===== config.mk =====
export PLATFORM = sky130hd
export DESIGN_NAME = clk_div_multi
export DESIGN_NICKNAME = d
export VERILOG_FILES = /design/src/rtl/clk_div_pkg.sv /design/src/rtl/clk_div_ch.sv /design/src/rtl/clk_div_multi.sv
export SDC_FILE = /design/constraint.sdc
export NUM_CORES = 1
export LEC_CHECK = 0
export BUFFER_PORTS_ARGS = -buffer_cell sky130_fd_sc_hd__buf_2
export CAP_MARGIN = 20
export CORE_UTILIZATION = 54
export CTS_CLUSTER_SIZE = 40
export DETAILED_ROUTE_END_ITERATION = 16
export PLACE_DENSITY = 0.75
export SYNTH_ARGS = -nofsm -noshare
export SYNTH_HDL_FRONTEND = slang
export SYNTH_SLANG_ARGS = --single-unit

===== constraint.sdc =====
create_clock -name clk -period 4.2 [get_ports clk]
set_input_delay 0.21 -clock clk [delete_from_list [all_inputs] [get_ports clk]]
set_output_delay 0.21 -clock clk [all_outputs]
set_load 0.01 [all_outputs]

===== src/rtl/clk_div_pkg.sv =====
// Shared defaults and the per-channel action encoding for the multi-channel clock divider.
// The action order mirrors the channel priority: sync, disable, terminal count, count.
package clk_div_pkg;

  localparam int CNT_W_DEF       = 32;
  localparam int DEFAULT_DIV_DEF = 50;

  typedef enum logic [1:0] {
    ACT_SYNC  = 2'd0,
    ACT_HALT  = 2'd1,
    ACT_WRAP  = 2'd2,
    ACT_COUNT = 2'd3
  } ch_act_e;

  function automatic ch_act_e pick_act(input logic sync, input logic en, input logic at_term);
    if (sync)
      return ACT_SYNC;
    else if (!en)
      return ACT_HALT;
    else if (at_term)
      return ACT_WRAP;
    else
      return ACT_COUNT;
  endfunction

endpackage


===== src/rtl/clk_div_ch.sv =====
// One divider channel: half-period counter, active divisor and a single-entry pending divisor.
// Every output is a flop, so nothing on the input side reaches the outputs combinationally.
module clk_div_ch
  import clk_div_pkg::*;
#(
  parameter int CNT_W       = CNT_W_DEF,
  parameter int DEFAULT_DIV = DEFAULT_DIV_DEF
) (
  input  logic             clk,
  input  logic             rst,
  input  logic             en,
  input  logic             sync,
  input  logic             div_we,
  input  logic [CNT_W-1:0] div_in,
  output logic             clk_out,
  output logic             tick,
  output logic             div_pend
);

  logic [CNT_W-1:0] div_act;
  logic [CNT_W-1:0] div_nxt;
  logic [CNT_W-1:0] cnt;
  logic [CNT_W-1:0] term;
  ch_act_e          act;

  // A divisor of 0 behaves as 1, so the terminal count never underflows.
  always_comb begin
    term = (div_act == '0) ? '0 : div_act - CNT_W'(1);
    act  = pick_act(sync, en, cnt == term);
  end

  always_ff @(posedge clk or negedge rst) begin
    if (!rst) begin
      cnt     <= '0;
      clk_out <= 1'b0;
      tick    <= 1'b0;
    end else begin
      case (act)
        ACT_SYNC, ACT_HALT: begin
          cnt     <= '0;
          clk_out <= 1'b0;
          tick    <= 1'b0;
        end
        ACT_WRAP: begin
          cnt     <= '0;
          clk_out <= ~clk_out;
          tick    <= 1'b1;
        end
        default: begin
          cnt  <= cnt + CNT_W'(1);
          tick <= 1'b0;
        end
      endcase
    end
  end

  // div_pend doubles as the pending-valid flag. A write always lands in the pending slot and
  // blocks promotion in its own cycle, so it is applied only by a later wrap, sync or disable.
  always_ff @(posedge clk or negedge rst) begin
    if (!rst) begin
      div_act  <= CNT_W'(DEFAULT_DIV);
      div_nxt  <= '0;
      div_pend <= 1'b0;
    end else if (div_we) begin
      div_nxt  <= div_in;
      div_pend <= 1'b1;
    end else if (div_pend && act != ACT_COUNT) begin
      div_act  <= div_nxt;
      div_pend <= 1'b0;
    end
  end

endmodule


===== src/rtl/clk_div_multi.sv =====
// NCH independent 50%-duty clock dividers sharing one clock, with a common phase-align pulse.
// This level only slices the divisor bus and fans sync out to every channel.
module clk_div_multi
  import clk_div_pkg::*;
#(
  parameter int NCH         = 4,
  parameter int CNT_W       = CNT_W_DEF,
  parameter int DEFAULT_DIV = DEFAULT_DIV_DEF
) (
  input  logic                 clk,
  input  logic                 rst,
  input  logic [NCH-1:0]       en,
  input  logic                 sync,
  input  logic [NCH-1:0]       div_we,
  input  logic [NCH*CNT_W-1:0] div_in,
  output logic [NCH-1:0]       clk_out,
  output logic [NCH-1:0]       tick,
  output logic [NCH-1:0]       div_pend
);

  for (genvar i = 0; i < NCH; i++) begin : g_ch
    clk_div_ch #(
      .CNT_W       (CNT_W),
      .DEFAULT_DIV (DEFAULT_DIV)
    ) u_ch (
      .clk      (clk),
      .rst      (rst),
      .en       (en[i]),
      .sync     (sync),
      .div_we   (div_we[i]),
      .div_in   (div_in[i*CNT_W +: CNT_W]),
      .clk_out  (clk_out[i]),
      .tick     (tick[i]),
      .div_pend (div_pend[i])
    );
  end

endmodule


==> results of run 1 <==
[what timing repair did]
| action | CTS | global route |
|---|---|---|
| pin swaps | 0 | 8 |
| setup endpoints to repair | 63 | 159 |
| hold endpoints to repair | 198 | 0 |
| gates cloned | 0 | 6 |
| hold buffers | 131 | 0 |
| setup buffers | 0 | 11 |
| resized for setup | 5 | 65 |
[worst max path at each step]
stage	start	endpoint	slack, ps	cells past startpoint
after global routing	g_ch[3].u_ch.div_act[14]$_DFFE_PN0P_	g_ch[3].u_ch.div_act[26]$_DFFE_PN0P_	-50	12
after global placement	g_ch[3].u_ch.div_act[14]$_DFFE_PN0P_	g_ch[3].u_ch.div_act[0]$_DFFE_PN0P_	-80	11
after floorplan	g_ch[3].u_ch.div_act[12]$_DFFE_PN0P_	g_ch[3].u_ch.div_act[11]$_DFFE_PN0P_	-10	14
after detailed placement	g_ch[3].u_ch.div_act[14]$_DFFE_PN0P_	g_ch[3].u_ch.div_act[6]$_DFFE_PN0P_	-190	11
final	g_ch[3].u_ch.div_act[14]$_DFFE_PN0P_	g_ch[3].u_ch.div_act[23]$_DFFE_PN0P_	50	12
after CTS	g_ch[2].u_ch.div_act[17]$_DFFE_PN0P_	g_ch[2].u_ch.div_act[14]$_DFFE_PN0P_	10	11
[power breakdown]
group          internal (mW)  switching (mW)
combinational           1.21            1.18
sequential              4.26           0.507
clock                   2.14            1.56
total                   7.61            3.25
[cell usage after synthesis (8+ instances only)]
cell type	n	area share, %
dfrtp_1	384	44
nor2_1	243	4.2
mux2_2	232	12
xnor2_1	120	4.8
xor2_1	110	4.4
nand2_1	108	1.9
nand3_1	90	2.1
clkbuf_1	80	1.4
nor4_1	71	2.0
nor3_1	70	1.6
nand4_1	52	1.5
a21oi_1	42	0.97
and3_1	39	1.1
o21ai_0	38	0.88
inv_1	34	0.59
or3_1	32	0.92
or4_1	30	1.0
mux2_1	27	1.4
or2_2	18	0.52
and4_1	15	0.61
buf_4	15	0.52
mux2i_1	14	0.65
nor2b_1	14	0.40
buf_2	12	0.28
dfstp_2	12	1.5
o31ai_1	12	0.42
nand2b_1	11	0.32
nor3b_1	9	0.31
o22ai_1	9	0.26
ha_1	8	0.46
nand4b_1	8	0.32
[per-layer routing]
metal,vias to the layer above,part of all wire [%],global-route usage [%]
met5,-,0,0
met4,0,2.7,9.02
met3,137,4.9,3.81
met2,595,49,49.3
met1,8899,43,39.4
li1,8306,-,-
[logic make-up after synthesis]
kind of cell | after synthesis | share of synthesized area, %
adder cells (fa/ha/maj) | 8 | 0.462
AO/OA/AOI/OAI | 210 | 6.75
multiplexers | 273 | 14.1
buffers and inverters | 148 | 2.90
AND/OR/NAND/NOR | 843 | 20.4
flip-flops | 396 | 45.8
XOR/XNOR | 233 | 9.61
[area by class of cell]
type,count,area (um2),area share [%]
multi-input combinational,1567,11500,43.0
timing repair buffer,407,3200,11.9
tap,525,657,2.45
clock buffer,57,1170,4.35
sequential,396,9920,37.0
antenna,2,5.00,0.0187
clock inverter,19,208,0.774
inverter,34,128,0.476
[flip-flops by register name, summed over array words and instances (netlist names)]
signal / flops
g_ch.u_ch.div_act: 128
g_ch.u_ch.clk_out: 4
g_ch.u_ch.div_nxt: 128
g_ch.u_ch.tick: 4
g_ch.u_ch.cnt: 128
g_ch.u_ch.div_pend: 4
[critical path: stages (launching register included)]
cell,delay [ps]
dfrtp_1,380
or4_4,540
or4_4,570
nor4_4,310
xnor2_1,190
o211ai_1,140
or3_4,410
a2111oi_4,360
a31o_1,250
nor3b_4,220
buf_4,170
clkbuf_16,170
mux2_1,330
==> flow_summary.ini, run 1 <==
[floorplanning]
die_w_um = 202
start_util_pct = 54.7
core-area_um2 = 39600
die_y_um = 202
rows = 73
pin_count = 151
die_area_um2 = 40900

[clock_network]
cts_num_sinks = 396
clk_latency_ps = 580
numCtsBuffers = 41
h-tree-depth = 2
clk_path_buf_depth = 3
clockRootBuffer = clkbuf_16
cts_tree = built
clk_pin_slew_ps = 60

[finish]
fin_nets = 2594
syn2layout_area_growth_pct = 23.8
fin_cells = 3007
final_common_cell = dfrtp_1
drive_above_1_share_pct = 27.9
final_util_pct = 67.7
postLayoutCellArea_um2 = 26800
fillerInstances = 3022
mostFrequentLayoutCells = dfrtp_1, nor2_1, mux2_2, buf_2, dlygate4sd3_1

[min_path]
hp-class = input port to flip-flop
hold-path-cell-count = 3
min_from = en[0]
holdPathEnd = g_ch[0].u_ch.clk_out$_DFFE_PN0N_

[grt]
grt_pass1_wl_um = 96500
grt_pass1_vias = 17880
grt_max_degree = 95
gr-total-overflow = 0
antenna_found_initial = 3
gr-usage-all-layers_pct = 29.3

[worst_setup_path]
r2r-end = g_ch[3].u_ch.div_act[23]$_DFFE_PN0P_
r2r_slack_ps = 50
critical_path_required_ps = 4660
critPathLaunchType = flip-flop
r2r-start = g_ch[3].u_ch.div_act[14]$_DFFE_PN0P_
end_kind = flip-flop
rr_worst_depth = 12
cp_max_fo = 8
crit_type = flip-flop to flip-flop
worst_ep_arrival_time_ps = 4610

[status]
outcome = complete, no violations

[sta]
finalSetupViolCount = 0
period_share_pct = 98.7
grt_setup_unrepaired = true
fmax_mhz = 241
post-route-min-period_ps = 4150
whs_ps = 55.0
setup_ws_ps = 52.8
tns_ps = 0
fin_skew_ps = 24.7
final-hold-violation-count = 0
drv_slew = 0
relSlewSlack_pct = 43.0
worst_pin_slew_ps = 855

[placed_design]
hpwl_um = 41100
placed_cells = 2781
gp_congestion = 0.955
numPortBuffers = 150
dp_slack_ps = -191
placed_area_um2 = 23600

[run]
max_cap_viol_count = 0

[synth]
yosysSeqAreaShare_pct = 45.8
syn_avg_cell_area_um2 = 10.3
synth_edf_count = 0
ys_ff_latch = 396
synth.cell_area_um2 = 21700
yosys.cell_types.count = 80
syn_nets = 2258
async_flop_share_pct = 100
syn_inst = 2111
synthFlopType = dfrtp_1
yosysWarnings = 0

[routing]
drt-pass1-iter-count = 10
drt_iter0_markers = 1401
routed_via_density = 5.97
ant_nets = 0
wl_per_cell_um = 20.0
drc = 0
route.vias.total = 17937
drt-total-wl_um = 60000

[power]
power_mw = 10.9
p_leak_nw = 10.8
power.density_nw_per_um2 = 405
irDropWorstVdd_v = 0.000424
Note: power is estimated with default switching activity, not from simulation.
==> run 2: changes to the inputs <==
--- a/config.mk
+++ b/config.mk
@@ -13,4 +13,5 @@
 export PLACE_DENSITY = 0.75
 export SYNTH_ARGS = -nofsm -noshare
 export SYNTH_HDL_FRONTEND = slang
+export SYNTH_HIERARCHICAL = 1
 export SYNTH_SLANG_ARGS = --single-unit
==> flow_summary.ini, run 2 <==
[status]
outcome = complete, no violations

[routing]
wl_per_cell_um = 20.6
routed_via_density = 6.23
route.vias.total = 19681
drt-total-wl_um = 65200
ant_nets = 0
drc = 0
drt_iter0_markers = 1872
drt-pass1-iter-count = 6

[finish]
diodes = 0
mostFrequentLayoutCells = dfrtp_1, nor2_1, buf_2, mux2_2, dlygate4sd3_1
postLayoutCellArea_um2 = 27900
fin_cells = 3157
final_common_cell = dfrtp_1
fin_nets = 2729
biggestRegsByFlops = g_ch.u_ch/cnt x128, g_ch.u_ch/div_act x128, g_ch.u_ch/div_nxt x128
drive_above_1_share_pct = 24.1
multi_input_area_um2 = 12700
seqCellArea_um2 = 9920
syn2layout_area_growth_pct = 20.3
fillerInstances = 3165

[min_path]
hp-class = input port to flip-flop

[synth]
yosysSeqAreaShare_pct = 42.8
async_flop_share_pct = 100
yosysWarnings = 6
yosys-top-cells-count = dfrtp_1, nor2_1, mux2_2, nand3_1
synth_top_area_cell = dfrtp_1
synth_top_cell_area_share_pct = 41.4
syn_inst = 2283
ys_ff_latch = 396
synthFlopType = dfrtp_1
synth.most_common_cell = dfrtp_1
synth.cell_area_um2 = 23200
syn_avg_cell_area_um2 = 10.2
synth.area.top_cells = dfrtp_1, mux2_2, mux2_4
yosys.cell_types.count = 84
syn_nets = 2430
synth_edf_count = 0

[power]
switchingPower_mw = 3.29
clkPwrFrac_pct = 35.7
power_mw = 11.1
swShare_pct = 29.7
p_int_mw = 7.79
irDropWorstVdd_v = 0.000363
comb_power_share_pct = 20.5
p_leak_nw = 11.2
p_seq_share_pct = 43.8
power.density_nw_per_um2 = 397

[sta]
post-route-min-period_ps = 4060
fin_skew_ps = 15.8
period_share_pct = 96.7
fmax_mhz = 246
worst_pin_slew_ps = 899
drv_slew = 0
final-hold-violation-count = 0
relSlewSlack_pct = 40.1
finalSetupViolCount = 0

[floorplanning]
rows = 75
start_util_pct = 55.1
core-area_um2 = 42100
die_w_um = 209
pin_count = 151
die_y_um = 209
die_area_um2 = 43800

[placed_design]
gp_congestion = 1.01
placed_area_um2 = 25000
numPortBuffers = 150
hpwl_um = 44100
placed_cells = 2942

[clock_network]
cts_tree = built
clockRootBuffer = clkbuf_16
clk_latency_ps = 570
clk_pin_slew_ps = 60
h-tree-depth = 2
numCtsBuffers = 44
cts_num_sinks = 396
clk_path_buf_depth = 3

[worst_setup_path]
end_kind = flip-flop
critical_path_required_ps = 4650
cp_max_fo = 32
worst_ep_arrival_time_ps = 4510
crit_type = flip-flop to flip-flop
critPathLaunchType = flip-flop

[grt]
grt_max_degree = 100
grt_pass1_vias = 19468
grt_pass1_wl_um = 105000
gr-usage-all-layers_pct = 29.7
antenna_found_initial = 2
gr-total-overflow = 0

[run]
max_cap_viol_count = 0
## run 2: per-layer routing
metal | vias to the layer above | track usage (%) | part of all wire (%)
li1 | 9045 | - | -
met4 | 4 | 9.76 | 2.7
met5 | - | 0 | 0.035
met1 | 9751 | 40.4 | 43
met2 | 730 | 49.0 | 48
met3 | 151 | 4.19 | 6.0
## run 2: cell families after synthesis
| kind of cell | share of synthesized area [%] |
|---|---|
| fa+ha+maj | 0.431 |
| mux | 12.4 |
| flops | 42.8 |
| xor+xnor | 9.08 |
| simple gates | 23.2 |
| buf+inv | 3.35 |
| compound gates | 8.79 |
## run 2: final cells by class
class | count | area share (%)
sequential | 396 | 35.5
multi-input combinational | 1709 | 45.4
clock buffer | 66 | 4.71
tap | 539 | 2.42
inverter | 41 | 0.551
clock inverter | 16 | 0.654
timing repair buffer | 390 | 10.8
## run 2: stage by stage
stage	setup TNS [ps]	setup slack, ps	utilization (%)	hold WS, ps
floorplan	0	317	-	-85.6
global placement	0	148	59.3	288
detailed placement	0	73.3	59.3	296
CTS	0	50.5	65.9	124
global route	-19.9	-19.9	66.3	160
finish	0	140	66.3	163
## run 2: power by group through the flow
stage / logic [mW] / clock network, mW / registers, mW
after global placement: 2.05 / 0 / 4.86
after CTS: 2.22 / 4.04 / 4.82
final: 2.27 / 3.96 / 4.85
after global routing: 2.46 / 4.19 / 4.91
after floorplan: 1.52 / 0 / 4.66
after detailed placement: 2.12 / 0 / 4.88
## run 2: worst paths after layout
check	from	end	slack [ps]	cells after the start
max reg2reg	g_ch[2].u_ch/div_act[23]$_DFFE_PN0P_	g_ch[2].u_ch/div_act[17]$_DFFE_PN0P_	140	11
min in group asynchronous	rst	g_ch[0].u_ch/div_nxt[5]$_DFFE_PN0P_	270	2
min reg2reg	g_ch[0].u_ch/div_nxt[27]$_DFFE_PN0P_	g_ch[0].u_ch/div_act[27]$_DFFE_PN0P_	480	1
max	g_ch[2].u_ch/div_act[23]$_DFFE_PN0P_	g_ch[2].u_ch/div_act[17]$_DFFE_PN0P_	140	11
min	en[3]	g_ch[3].u_ch/cnt[29]$_DFF_PN0_	160	3
max in group asynchronous	rst	g_ch[2].u_ch/div_act[1]$_DFFE_PN1P_	2900	3
## run 2: repair_timing
item,in CTS,in global routing
hold endpoints to repair,216,0
buffers inserted,0,3
resized for setup,0,21
hold buffers,129,0
endpoints found under the setup margin,0,194
## run 2: critical path, cell delays in order (launching register included)
cell and delay, ps:
dfrtp_1 370, or4_1 590, or3_1 390, or4_1 550
a31o_1 250, nor3_1 260, o2111ai_1 140, or4b_4 580
o21ai_4 170, nand3b_4 100, buf_12 200, mux2_1 340
==> run 3: changes to the inputs <==
--- a/config.mk
+++ b/config.mk
@@ -7,10 +7,12 @@
 export LEC_CHECK = 0
 export BUFFER_PORTS_ARGS = -buffer_cell sky130_fd_sc_hd__buf_2
 export CAP_MARGIN = 20
-export CORE_UTILIZATION = 54
+export CELL_PAD_IN_SITES_DETAIL_PLACEMENT = 1
+export CELL_PAD_IN_SITES_GLOBAL_PLACEMENT = 2
+export CORE_UTILIZATION = 36
 export CTS_CLUSTER_SIZE = 40
 export DETAILED_ROUTE_END_ITERATION = 16
-export PLACE_DENSITY = 0.75
+export PLACE_DENSITY_LB_ADDON = 0.1
 export SYNTH_ARGS = -nofsm -noshare
 export SYNTH_HDL_FRONTEND = slang
 export SYNTH_HIERARCHICAL = 1
==> flow_summary.ini, run 3 (synthesized netlist as in run 2, its figures left out) <==
[floorplanning]
core-area_um2 = 63400
pin_count = 151
rows = 92
start_util_pct = 36.6
die_y_um = 256
die_area_um2 = 65500
die_w_um = 256

[worst_setup_path]
max_stage_delay_ps = 620
end_kind = flip-flop
critPathLaunchType = flip-flop
cp_common_cell = or4_1
crit_start = g_ch[0].u_ch/div_act[23]$_DFFE_PN0P_
r2r-start = g_ch[0].u_ch/div_act[23]$_DFFE_PN0P_
critical_path_required_ps = 4660
crit_type = flip-flop to flip-flop
cp_max_fo = 32
worst_ep_arrival_time_ps = 4540
crit_chain = or4_1 -> or3_1 -> or4_1 -> a31o_1 -> nor3_1 -> o2111ai_1 -> or4b_4 -> o21ai_4 -> nand3b_4 -> buf_12 -> mux2_4
slowest_stage = or4_1

[sta]
whs_ps = 131
worst_pin_slew_ps = 838
post-route-min-period_ps = 4070
final-hold-violation-count = 0
relSlewSlack_pct = 44.2
drv_slew = 0
fin_skew_ps = 27.6
finalSetupViolCount = 0
fmax_mhz = 245
setup_ws_ps = 125
period_share_pct = 97.0

[status]
outcome = complete, no violations

[finish]
final_util_pct = 45.0
fin_cells = 3476
postLayoutCellArea_um2 = 28500
diodes = 0
syn2layout_area_growth_pct = 22.8
mostFrequentLayoutCells = dfrtp_1, nor2_1, buf_2, mux2_2, dlygate4sd3_1
biggestRegsByFlops = g_ch.u_ch/cnt x128, g_ch.u_ch/div_act x128, g_ch.u_ch/div_nxt x128
drive_above_1_share_pct = 24.2
final_common_cell = dfrtp_1
fin_nets = 2741

[placed_design]
placed_area_um2 = 25500
numPortBuffers = 150
hpwl_um = 50700
dp_slack_ps = 4.41
gp_congestion = 0.895
placed_cells = 3259

[power]
irDropWorstVdd_v = 0.000273
power.density_nw_per_um2 = 399
p_leak_nw = 11.3

[clock_network]
clk_latency_ps = 590
cts_num_sinks = 396
h-tree-depth = 2
numCtsBuffers = 45
cts_tree = built
clk_path_buf_depth = 3
clockRootBuffer = clkbuf_16
clk_pin_slew_ps = 60

[grt]
antenna_found_initial = 1
gr-usage-all-layers_pct = 21.8
grt_pass1_vias = 20546
grt_max_degree = 96
grt_pass1_wl_um = 116000
gr-total-overflow = 0

[routing]
drt-pass1-iter-count = 6
ant_nets = 0
drc = 0
drt_iter0_markers = 1078
routed_via_density = 5.54
route.vias.total = 19271
drt-total-wl_um = 70800
wl_per_cell_um = 20.4

[min_path]
min_from = en[1]
hp-class = input port to flip-flop

[run]
max_cap_viol_count = 0
==> run 3: cell types whose count changed in the layout (fill, tap and decap cells not counted), sizes merged <==
cell      change
clkinvlp      -1
buf          +11
clkbuf        +3
inv           -1
clkinv        -2
bufinv        +2
==> run 3: critical path, delay by kind of cell (launching register included) <==
kind	cells	cell delay [ps]
AO/OA/AOI/OAI	3	560
multiplexers	1	330
AND/OR/NAND/NOR	6	2460
buffers and inverters	1	190
flip-flops	1	380
==> run 3: layout make-up <==
type	instances	area, um2
timing repair buffer	401	3140
tap	846	1060
inverter	41	154
multi-input combinational	1709	12600
clock buffer	69	1370
fill	6956	34900
sequential	396	9920
clock inverter	14	224
==> run 3: report_power, final <==
group	switching [mW]	total, mW	leakage (nW)	internal (mW)
Combinational	1.13	2.35	5.65	1.22
Clock	1.67	4.22	0.783	2.55
Sequential	0.576	4.82	4.90	4.24
Total	3.37	11.4	11.3	8.02
==> run 3: metal layers <==
| metal | routed length [um] | global-route usage, % |
|---|---|---|
| met5 | 0 | 0 |
| met4 | 1770 | 5.95 |
| met2 | 33900 | 36.4 |
| met3 | 2210 | 2.64 |
| met1 | 33000 | 29.8 |
==> run 3: final timing paths <==
path                                                        end  slack (ps)  cells after the start
setup reg to reg           g_ch[0].u_ch/div_act[20]$_DFFE_PN0P_         130                     11
min in group asynchronous  g_ch[0].u_ch/div_nxt[24]$_DFFE_PN0P_         230                      2
setup / recovery           g_ch[0].u_ch/div_act[20]$_DFFE_PN0P_         130                     11
max in group asynchronous   g_ch[2].u_ch/div_act[1]$_DFFE_PN1P_        2900                      3
hold reg to reg            g_ch[1].u_ch/div_act[17]$_DFFE_PN0P_         480                      1
hold / removal                      g_ch[1].u_ch/tick$_DFF_PN0_         130                      3
==> run 3: what timing repair did <==
action / 4_1_cts / 5_1_grt
hold endpoints to repair: 215 / 0
gates cloned: 0 / 1
resized for setup: 1 / 14
buffers inserted: 0 / 4
pin swaps: 0 / 4
setup endpoints to repair: 1 / 215
hold buffers: 129 / 0
==> run 3: metrics by stage <==
stage	power (mW)	TNS, ps
global route	11.9	-3.45
detailed placement	7.12	0
global placement	7.04	0
floorplan	6.18	0
CTS	11.6	0
finish	11.4	0
